## config.mk

```make
export PLATFORM = sky130hd
export DESIGN_NAME = vae_backward_out_layer
export DESIGN_NICKNAME = d
export VERILOG_FILES = /design/src/rtl/vae_fx_pkg.sv /design/src/rtl/fx_sat_mult.sv /design/src/rtl/vae_backward_out_layer.sv
export SDC_FILE = /design/constraint.sdc
export NUM_CORES = 2
export LEC_CHECK = 0
export BUFFER_PORTS_ARGS = -buffer_cell sky130_fd_sc_hd__buf_2
export CAP_MARGIN = 20
export CORE_ASPECT_RATIO = 0.7
export CORE_UTILIZATION = 35
export CTS_BUF_LIST = sky130_fd_sc_hd__clkbuf_16
export CTS_CLUSTER_DIAMETER = 120
export DETAILED_ROUTE_END_ITERATION = 8
export PLACE_DENSITY = 0.56
export SYNTH_ARGS = -nofsm -noshare
export SYNTH_HDL_FRONTEND = slang
export SYNTH_SLANG_ARGS = --single-unit
```

## constraint.sdc

```tcl
create_clock -name clk -period 50 [get_ports clk]
set_input_delay 7.5 -clock clk [delete_from_list [all_inputs] [get_ports clk]]
set_output_delay 7.5 -clock clk [all_outputs]
set_load 0.05 [all_outputs]
```

## src/rtl/vae_fx_pkg.sv

```systemverilog
// Q8.8 fixed-point constants, FSM state type and saturating add/sub helpers
// shared by the VAE backward-pass blocks.
package vae_fx_pkg;

    localparam int DW   = 16;
    localparam int FRAC = 8;

    localparam logic [DW-1:0] FX_MAX = 16'h7FFF;
    localparam logic [DW-1:0] FX_MIN = 16'h8000;
    localparam logic [DW-1:0] FX_ONE = 16'h0100;

    typedef enum logic [1:0] {IDLE, RUN, WRITE, DONE} state_t;

    function automatic logic [DW-1:0] sat_add(input logic [DW-1:0] a, input logic [DW-1:0] b);
        logic [DW:0]   s;
        logic [DW-1:0] r;
        s = {a[DW-1], a} + {b[DW-1], b};
        if (s[DW] != s[DW-1]) r = s[DW] ? FX_MIN : FX_MAX;
        else                  r = s[DW-1:0];
        return r;
    endfunction

    function automatic logic [DW-1:0] sat_sub(input logic [DW-1:0] a, input logic [DW-1:0] b);
        logic [DW:0]   s;
        logic [DW-1:0] r;
        s = {a[DW-1], a} - {b[DW-1], b};
        if (s[DW] != s[DW-1]) r = s[DW] ? FX_MIN : FX_MAX;
        else                  r = s[DW-1:0];
        return r;
    endfunction

endpackage

```

## src/rtl/fx_sat_mult.sv

```systemverilog
// Combinational Q8.8 x Q8.8 multiply: truncate toward -inf, saturate to Q8.8 range.
module fx_sat_mult
    import vae_fx_pkg::*;
(
    input  logic [DW-1:0] a,
    input  logic [DW-1:0] b,
    output logic [DW-1:0] p
);

    logic signed [2*DW-1:0] full;
    logic signed [2*DW-1:0] shifted;

    assign full    = $signed(a) * $signed(b);
    assign shifted = full >>> FRAC;

    // Result fits only if everything above the kept field is a copy of the sign.
    always_comb begin
        if (shifted[2*DW-1:DW-1] == {(DW+1){shifted[2*DW-1]}}) p = shifted[DW-1:0];
        else                                                  p = shifted[2*DW-1] ? FX_MIN : FX_MAX;
    end

endmodule

```

## src/rtl/vae_backward_out_layer.sv

```systemverilog
// Sequential backward pass for the 2->N_OUT decoder output layer: one shared
// multiplier, seven multiplies per neuron, streamed weight/bias updates.
module vae_backward_out_layer
    import vae_fx_pkg::*;
#(
    parameter int N_OUT = 9
)(
    input  logic                    clk,
    input  logic                    rst,
    input  logic                    start,
    input  logic [DW-1:0]           lr,
    input  logic [DW-1:0]           a1,
    input  logic [DW-1:0]           a2,
    input  logic [N_OUT*DW-1:0]     out_vec,
    input  logic [N_OUT*DW-1:0]     tgt_vec,
    input  logic [2*N_OUT*DW-1:0]   w_vec,
    input  logic [N_OUT*DW-1:0]     b_vec,
    output logic                    busy,
    output logic                    upd_valid,
    output logic [3:0]              upd_idx,
    output logic [DW-1:0]           upd_w1,
    output logic [DW-1:0]           upd_w2,
    output logic [DW-1:0]           upd_b,
    output logic [DW-1:0]           err_a1,
    output logic [DW-1:0]           err_a2,
    output logic                    done
);

    state_t state_reg, state_next;
    logic [3:0] idx_reg;
    logic [2:0] op_reg;

    logic [DW-1:0]         lr_reg, a1_reg, a2_reg;
    logic [N_OUT*DW-1:0]   out_reg, tgt_reg, b_reg;
    logic [2*N_OUT*DW-1:0] w_reg;

    logic [DW-1:0] delta_reg, gw1_reg, gw2_reg, t1_reg, t2_reg, tb_reg;
    logic [DW-1:0] err_a1_reg, err_a2_reg;
    logic [DW-1:0] upd_w1_reg, upd_w2_reg, upd_b_reg;
    logic [3:0]    upd_idx_reg;

    logic [DW-1:0] out_arr [N_OUT];
    logic [DW-1:0] tgt_arr [N_OUT];
    logic [DW-1:0] w1_arr  [N_OUT];
    logic [DW-1:0] w2_arr  [N_OUT];
    logic [DW-1:0] b_arr   [N_OUT];

    for (genvar gi = 0; gi < N_OUT; gi++) begin : g_unpack
        assign out_arr[gi] = out_reg[gi*DW +: DW];
        assign tgt_arr[gi] = tgt_reg[gi*DW +: DW];
        assign w1_arr[gi]  = w_reg[(2*gi)*DW +: DW];
        assign w2_arr[gi]  = w_reg[(2*gi+1)*DW +: DW];
        assign b_arr[gi]   = b_reg[gi*DW +: DW];
    end

    logic          start_ok;
    logic          last_idx;
    logic [DW-1:0] delta_comb, mult_a, mult_b, prod;

    assign start_ok   = start && (state_reg == IDLE || state_reg == DONE);
    assign last_idx   = (idx_reg == 4'(N_OUT-1));
    assign delta_comb = sat_sub(out_arr[idx_reg], tgt_arr[idx_reg]);

    // op0 uses the freshly computed delta; later ops reuse the registered copy.
    always_comb begin
        mult_a = '0;
        mult_b = '0;
        case (op_reg)
            3'd0: begin mult_a = delta_comb; mult_b = a1_reg;           end
            3'd1: begin mult_a = delta_reg;  mult_b = a2_reg;           end
            3'd2: begin mult_a = lr_reg;     mult_b = gw1_reg;          end
            3'd3: begin mult_a = lr_reg;     mult_b = gw2_reg;          end
            3'd4: begin mult_a = lr_reg;     mult_b = delta_reg;        end
            3'd5: begin mult_a = delta_reg;  mult_b = w1_arr[idx_reg];  end
            3'd6: begin mult_a = delta_reg;  mult_b = w2_arr[idx_reg];  end
            default: ;
        endcase
    end

    fx_sat_mult u_mult (
        .a (mult_a),
        .b (mult_b),
        .p (prod)
    );

    always_comb begin
        state_next = state_reg;
        case (state_reg)
            IDLE:    if (start) state_next = RUN;
            RUN:     if (op_reg == 3'd6) state_next = WRITE;
            WRITE:   state_next = last_idx ? DONE : RUN;
            DONE:    state_next = start ? RUN : IDLE;
            default: state_next = IDLE;
        endcase
    end

    always_ff @(posedge clk or negedge rst) begin
        if (!rst) begin
            state_reg   <= IDLE;
            idx_reg     <= '0;
            op_reg      <= '0;
            lr_reg      <= '0;
            a1_reg      <= '0;
            a2_reg      <= '0;
            out_reg     <= '0;
            tgt_reg     <= '0;
            b_reg       <= '0;
            w_reg       <= '0;
            delta_reg   <= '0;
            gw1_reg     <= '0;
            gw2_reg     <= '0;
            t1_reg      <= '0;
            t2_reg      <= '0;
            tb_reg      <= '0;
            err_a1_reg  <= '0;
            err_a2_reg  <= '0;
            upd_w1_reg  <= '0;
            upd_w2_reg  <= '0;
            upd_b_reg   <= '0;
            upd_idx_reg <= '0;
        end else begin
            state_reg <= state_next;
            if (start_ok) begin
                lr_reg     <= lr;
                a1_reg     <= a1;
                a2_reg     <= a2;
                out_reg    <= out_vec;
                tgt_reg    <= tgt_vec;
                w_reg      <= w_vec;
                b_reg      <= b_vec;
                err_a1_reg <= '0;
                err_a2_reg <= '0;
                idx_reg    <= '0;
                op_reg     <= '0;
            end else if (state_reg == RUN) begin
                op_reg <= (op_reg == 3'd6) ? 3'd0 : op_reg + 3'd1;
                case (op_reg)
                    3'd0: begin delta_reg <= delta_comb; gw1_reg <= prod; end
                    3'd1: gw2_reg <= prod;
                    3'd2: t1_reg  <= prod;
                    3'd3: t2_reg  <= prod;
                    3'd4: tb_reg  <= prod;
                    3'd5: err_a1_reg <= sat_add(err_a1_reg, prod);
                    3'd6: begin
                        // Updates land with the WRITE cycle; err uses the old weights.
                        err_a2_reg  <= sat_add(err_a2_reg, prod);
                        upd_idx_reg <= idx_reg;
                        upd_w1_reg  <= sat_sub(w1_arr[idx_reg], t1_reg);
                        upd_w2_reg  <= sat_sub(w2_arr[idx_reg], t2_reg);
                        upd_b_reg   <= sat_sub(b_arr[idx_reg], tb_reg);
                    end
                    default: ;
                endcase
            end else if (state_reg == WRITE && !last_idx) begin
                idx_reg <= idx_reg + 4'd1;
            end
        end
    end

    assign busy      = (state_reg == RUN) || (state_reg == WRITE);
    assign upd_valid = (state_reg == WRITE);
    assign done      = (state_reg == DONE);
    assign upd_idx   = upd_idx_reg;
    assign upd_w1    = upd_w1_reg;
    assign upd_w2    = upd_w2_reg;
    assign upd_b     = upd_b_reg;
    assign err_a1    = err_a1_reg;
    assign err_a2    = err_a2_reg;

endmodule

```

# [Word level (Yosys, flattened, before mapping)]
# Cells that the tools add are included.
[word_totals] register_bits=957 in_bits=771 output_inout_bits=87 wordCells=125
[classes] add_sub_neg=8 mul=1 magnitude_cmp=1 eq_ne=20 mux=48 bitwise_logic=2 reduce_logical=23
[ops] operator="two-way mux 16 bit" n=30
[ops] operator="binary-select mux 16 bit (select 4 bit)" n=5
[ops] operator="one-hot mux 16 bit (7 select lines)" n=1
[ops] operator="subtractor 16 x 16 -> 17 bit" n=4
[ops] operator="one-hot mux 16 bit (3 select lines)" n=1
[ops] operator="adder 16 x 16 -> 17 bit" n=2
[ops] operator="multiplier 16 x 16 -> 32 bit" n=1
[ops] operator="AND reduction 3 bit" n=6
[ops] operator="two-way mux 4 bit" n=3
[ops] operator="== test 3 bit (second input constant)" n=3
[ops] operator="two-way mux 3 bit" n=3
[ops] operator="== test 8 bit" n=1
[ops] operator="one-hot mux 2 bit (4 select lines)" n=1
[ops] operator="AND reduction 2 bit" n=4
[ops] operator="nonzero test 2 bit" n=4
[ops] operator="== test 3 x 2 -> 1 bit (second input constant)" n=2
[ops] operator="two-way mux 2 bit" n=3
[ops] operator="!= test 1 bit" n=6
[ops] operator="!= test 2 bit (second input constant)" n=3
[ops] operator="OR reduction 3 bit" n=2
[ops] operator="greater-or-equal comparator 5 bit (second input constant)" n=1
[ops] operator="inverter 4 -> 5 bit" n=1
[ops] operator="adder 4 x 1 -> 4 bit (second input constant)" n=1
[ops] operator="== test 2 bit (second input constant)" n=2
[ops] operator="other kinds (11)" n=13

# [Longest topological paths before layout]
[depth] ltp_word=17 depth_mapped=74 depth_no_buf=64

# [By module]
# A second synthesis with hierarchy kept.
[unflattened] hier_cells=6304 area_unflattened_um2=57341.2
[modules_own_cells] mod="vae_backward_out_layer" n_inst=1 cells_each=5137 area_each_um2=47016.3 seq_area_each_um2=23948.0
[modules_own_cells] mod="fx_sat_mult" n_inst=1 cells_each=1167 area_each_um2=10324.9 seq_area_each_um2=0.0

# [Least setup slack after synthesis]
# Ideal clock, no wire load.
[synth_path] kind="reg2reg" from="register idx_reg[0]" to="register err_a2_reg[10] (netlist: err_a2[10])" setup_ns=0.067 t_arrival_ns=16.473 required_time_ns=49.933 path_slack_ns=33.460 path_stages_with_launch=70 n_path_buf=11 synth_period_minus_slack_ns=16.540 cell_sequence="dfrtp_1 -> clkbuf_1 -> clkbuf_1 -> buf_2 -> clkbuf_1 -> buf_1 -> clkbuf_1 -> mux4_2 -> mux2i_1 -> o21ai_0 -> ha_1 -> nor2b_1 -> o21ai_0 -> a21boi_0 -> o21ai_0 -> nand2b_1 -> a21o_1 -> a211o_1 -> [... 34 more ...] -> buf_2 -> o31a_1 -> inv_1 -> ha_1 -> inv_1 -> fa_1 -> nand3b_1 -> a21boi_0 -> o21ai_0 -> a21oi_1 -> a2111o_1 -> a21oi_1 -> o21bai_1 -> a21oi_1 -> mux2_2 -> a21oi_1 -> clkbuf_1 -> a221o_1"
[synth_between] elab_chain_len=17 elab_cells_between_ends=30 cone_classes="add/sub: 2; mul: 1; eq/ne: 3; mux: 23; bitwise: 1"
[synth_lines] element="start: declaration" line_no="vae_backward_out_layer.sv:30" source="logic [3:0] idx_reg;"
[synth_lines] element="start signal: assignment" line_no="vae_backward_out_layer.sv:155" source="idx_reg <= idx_reg + 4'd1;"
[synth_lines] element="inverter 4 -> 5 bit (not written as such) (*)" line_no="vae_backward_out_layer.sv:62, vae_backward_out_layer.sv:74, vae_backward_out_layer.sv:75"
[synth_lines] element="binary-select mux 16 bit (select 4 bit)" line_no="vae_backward_out_layer.sv:62" source="assign delta_comb = sat_sub(out_arr[idx_reg], tgt_arr[idx_reg]);"
[synth_lines] element="two-way mux 16 bit (not written as such) (2 in series)" line_no="vae_backward_out_layer.sv:62"
[synth_lines] element="subtractor 16 x 16 -> 17 bit" line_no="vae_fx_pkg.sv:26" source="s = {a[DW-1], a} - {b[DW-1], b};"
[synth_lines] element="two-way mux 16 bit / != test 1 bit (equally long branches)" line_no="vae_fx_pkg.sv:27" source="if (s[DW] != s[DW-1]) r = s[DW] ? FX_MIN : FX_MAX;"
[synth_lines] element="two-way mux 16 bit" line_no="vae_fx_pkg.sv:27"
[synth_lines] element="one-hot mux 16 bit (3 select lines)" line_no="vae_backward_out_layer.sv:68" source="case (op_reg)"
[synth_lines] element="multiplier 16 x 16 -> 32 bit (*)" line_no="fx_sat_mult.sv:13" source="assign full = $signed(a) * $signed(b);"
[synth_lines] element="== test 8 bit / two-way mux 16 bit (equally long branches)" line_no="fx_sat_mult.sv:18, fx_sat_mult.sv:19"
[synth_lines] element="two-way mux 16 bit (*)" line_no="fx_sat_mult.sv:18" source="if (shifted[2*DW-1:DW-1] == {(DW+1){shifted[2*DW-1]}}) p = shifted[DW-1:0];"
[synth_lines] element="named net prod[0]" line_no="vae_backward_out_layer.sv:58" source="logic [DW-1:0] delta_comb, mult_a, mult_b, prod;"
[synth_lines] element="adder 16 x 16 -> 17 bit (*)" line_no="vae_fx_pkg.sv:17" source="s = {a[DW-1], a} + {b[DW-1], b};"
[synth_lines] element="two-way mux 16 bit / != test 1 bit (equally long branches)" line_no="vae_fx_pkg.sv:18" source="if (s[DW] != s[DW-1]) r = s[DW] ? FX_MIN : FX_MAX;"
[synth_lines] element="two-way mux 16 bit (*)" line_no="vae_fx_pkg.sv:18"
[synth_lines] element="two-way mux 16 bit (*)" line_no="vae_backward_out_layer.sv:137" source="case (op_reg)"
[synth_lines] element="two-way mux 16 bit (*)" line_no="vae_backward_out_layer.sv:135" source="end else if (state_reg == RUN) begin"
[synth_lines] element="two-way mux 16 bit (*)" line_no="vae_backward_out_layer.sv:123" source="if (start_ok) begin"
[synth_lines] element="end signal: assignment" line_no="vae_backward_out_layer.sv:146" source="err_a2_reg <= sat_add(err_a2_reg, prod);"
[synth_lines] element="end: declaration" line_no="vae_backward_out_layer.sv:38" source="logic [DW-1:0] err_a1_reg, err_a2_reg;"
# Mark *: on every way through the listed nets, which the timed path passes. The rest lies on a longest branch. The select of a mux whose other input is x is not followed.
# A chain may end at the register's enable or synchronous reset.

# [Worst setup path in the final report]
[layout_path] from="register idx_reg[0]" to="register err_a2_reg[8] (netlist: err_a2[8])"
# The elaborated chain is that of the path after synthesis.

==> summary.txt <==
Place
  – Placed cells: ~9100
  – Port Buffers: ~860
  – DP Wirelength: roughly 160 mm
  – GP Congestion: 0.943

Timing
  – Worst Tran Pin Value: approximately 1300 ps
  – Final setup violation count: 0
  – Fin crit share: 0.373
  – Hold Violations, Final: 0
  – Fmax: between 50 and 60 MHz
  – Slew Viols, Final: 0
  – Unrepaired setup endpoints after global routing: no
  – Worst slew margin: 0.152
  – Fin crit period: around 19000 ps
  – Setup TNS: 0 ps
  – Clk_skew: about 19 ps

Global route
  – Initial antenna violation count: 63
  – GRT Overall Usage: 0.251
  – Pin count of the biggest net entering global routing: between 200 and 250
  – Vias in the first global route: around 48000
  – Grt total ovfl: 0
  – First-pass GRT wire length: about 310 mm

Synth
  – Most used DFF post-synth: dfrtp_1
  – Yosys warns: 0
  – Netlist cell types: 85
  – Async SR Flop Fraction: 1.00
  – FF+latch count, synth: roughly 960
  – Most area-consuming cells after synthesis: dfrtp_1 (42%), nand2_1 (17%), fa_1 (9.4%)
  – Synth top area share: 0.419
  – Synthesized area per cell: just under 9 um^2
  – Synthesized instance count: approximately 6400
  – Yosys top cell by area: dfrtp_1
  – Post-synth top cells: nand2_1 (2591), dfrtp_1 (957), inv_1 (415)
  – Post-Synthesis Net Count: ~7600
  – Sequential area share after synthesis: 0.419
  – Most common cell in the netlist: nand2_1
  – Synth Cell Area: between 50000 and 60000 um^2
  – Post-synth EDFFs: 0

Flow run
  – Total of max-cap violations: 0

Clocking
  – Deepest clock path buffer count: 3
  – CTS Buf Count: ~100
  – CTS H-Tree Depth: 3
  – Reg clk slew, reported paths: 60 ps
  – Setup Fix Bufs, Post-CTS: 0
  – Clk Tree Root Cell: clkbuf_16
  – CTS tree: yes
  – Post-CTS Resized: 0
  – Sink Count: around 960
  – Worst-Skew Late Latency: 720 ps
  – Hold buffer count at CTS: 0

Drt
  – DR WL/cell: approximately 22 um
  – Iter 0 DRT Violations: just under 4000
  – ANT nets after route: 0
  – Drt first pass iters: 6
  – Via/cell ratio: ~5.2
  – Routed wire length: around 210 mm
  – Vias post-DR: just under 50000
  – DRC viols: 0

Floorplanning
  – Die Y: between 300 and 400 um
  – Full die area: approximately 170000 um^2
  – Row Count: approximately 120
  – Die width: ~490 um
  – Ports: roughly 860
  – Area of the core: 161000 um^2
  – Initial Util: 0.354

Critical path
  – Crit-path most repeated cell: inv_1
  – CP Max Fanout: 34
  – Delay-heaviest family, CP: compound AO/OA/AOI/OAI gates
  – Critical path origin: idx_reg[0]
  – Critical-path top delay cell: buf_4
  – Worst r2r src: idx_reg[0]
  – Critical path's largest stage delay: approximately 700 ps
  – Cell depth of the worst setup path: 61
  – Setup crit end kind: flip-flop
  – Data arrival, critical path: 19280 ps
  – Crit path launch type: flip-flop
  – Worst r2r path cells: 61
  – Crit Path Class: flip-flop to flip-flop
  – Crit path buf inv count: 12
  – CP Data Required Time: 50650 ps

Final layout
  – Post-route insts no fill: around 9300
  – Proportion of layout cells with a drive suffix above 1: 0.188
  – Max reg flops: around 290
  – NumNets Final: 8315
  – Area growth syn-to-layout: 17.1%
  – Fillers: 16230
  – Post-Route Utilization: 0.415

Hold path
  – Worst hold start: out_reg[122]
  – HP Class: flip-flop to flip-flop
  – Hold path cells: 2

Run status
  – Status: complete, no violations
==> stage by stage <==
| stage | cell area (um^2) | hold slack (ps) | setup WS (ps) |
|---|---|---|---|
| 3_3_place_gp | 63500 | 454 | 31670 |
| 3_5_place_dp | 63500 | 457 | 31360 |
| 4_1_cts | 66800 | 472 | 31290 |
| 6_report | 67000 | 470 | 31370 |
| 5_1_grt | 66900 | 484 | 30060 |
| 2_1_floorplan | 57200 | 440 | 33460 |
==> placed cells by master (no fill, tap or decap), types with 19 or more instances in the layout <==
cell / instances
o22a_1: 41
nor2_1: 353
buf_4: 69
and3_1: 19
a21oi_2: 21
xnor2_1: 66
and2_1: 24
buf_2: 856
o21a_1: 20
nand2_1: 2591
nand2b_1: 27
diode_2: 32
inv_1: 436
or2_2: 35
mux4_2: 158
nor3_1: 26
xor2_1: 29
o21ai_0: 180
mux2i_1: 96
nor2b_1: 23
dfrtp_1: 953
clkinv_1: 25
a21o_1: 35
fa_1: 268
ha_1: 186
a21oi_1: 145
clkbuf_16: 105
nand3_1: 34
a221o_1: 30
a22oi_1: 25
==> worst min-delay path: stages, from the launching register on <==
cell and delay (ps):
dfrtp_1 340, nand2_1 50, nand2_1 50
==> kinds of logic (layout without fill, tap and decap cells) <==
logic type,count (synthesis),after routing,share of synthesized area
compound gates,671,671,0.0803
xor+xnor,95,95,0.0146
fa+ha+maj,455,455,0.135
buf+inv,764,1545,0.0507
flops,957,957,0.419
mux,261,261,0.0804
other cells,0,32,0
simple gates,3195,3195,0.220
==> area by class of cell <==
cell class | instances | area [um^2] | share of cell area
Multi-Input combinational cell | 4677 | 30400 | 0.454
Sequential cell | 957 | 24000 | 0.358
Timing Repair Buffer | 934 | 4940 | 0.0738
Tap cell | 2125 | 2660 | 0.0397
Clock buffer | 105 | 2630 | 0.0392
Inverter | 416 | 1560 | 0.0233
Clock inverter | 90 | 741 | 0.0111
Antenna cell | 32 | 80.1 | 0.00120
==> routing by layer <==
metal  vias to the layer above  track usage  share of wire
li1                      22069            -              -
met2                      1712        0.379           0.44
met3                       318       0.0513          0.074
met1                     24097        0.361           0.45
met4                        52       0.0799          0.033
met5                         -            0         0.0017
==> worst paths after layout <==
path | endpoint | slack [ps]
worst max-delay path | err_a2[8] | 31370
worst min-delay path | out_reg[122] | 470
worst max register to register | err_a2[8] | 31370
worst min register to register | out_reg[122] | 470
max in group asynchronous | out_reg[40] | 39160
min in group asynchronous | w_reg[100] | 6850
Power is not shown: default switching activity piles up to over one toggle a cycle in this logic, so the estimate is an artifact.
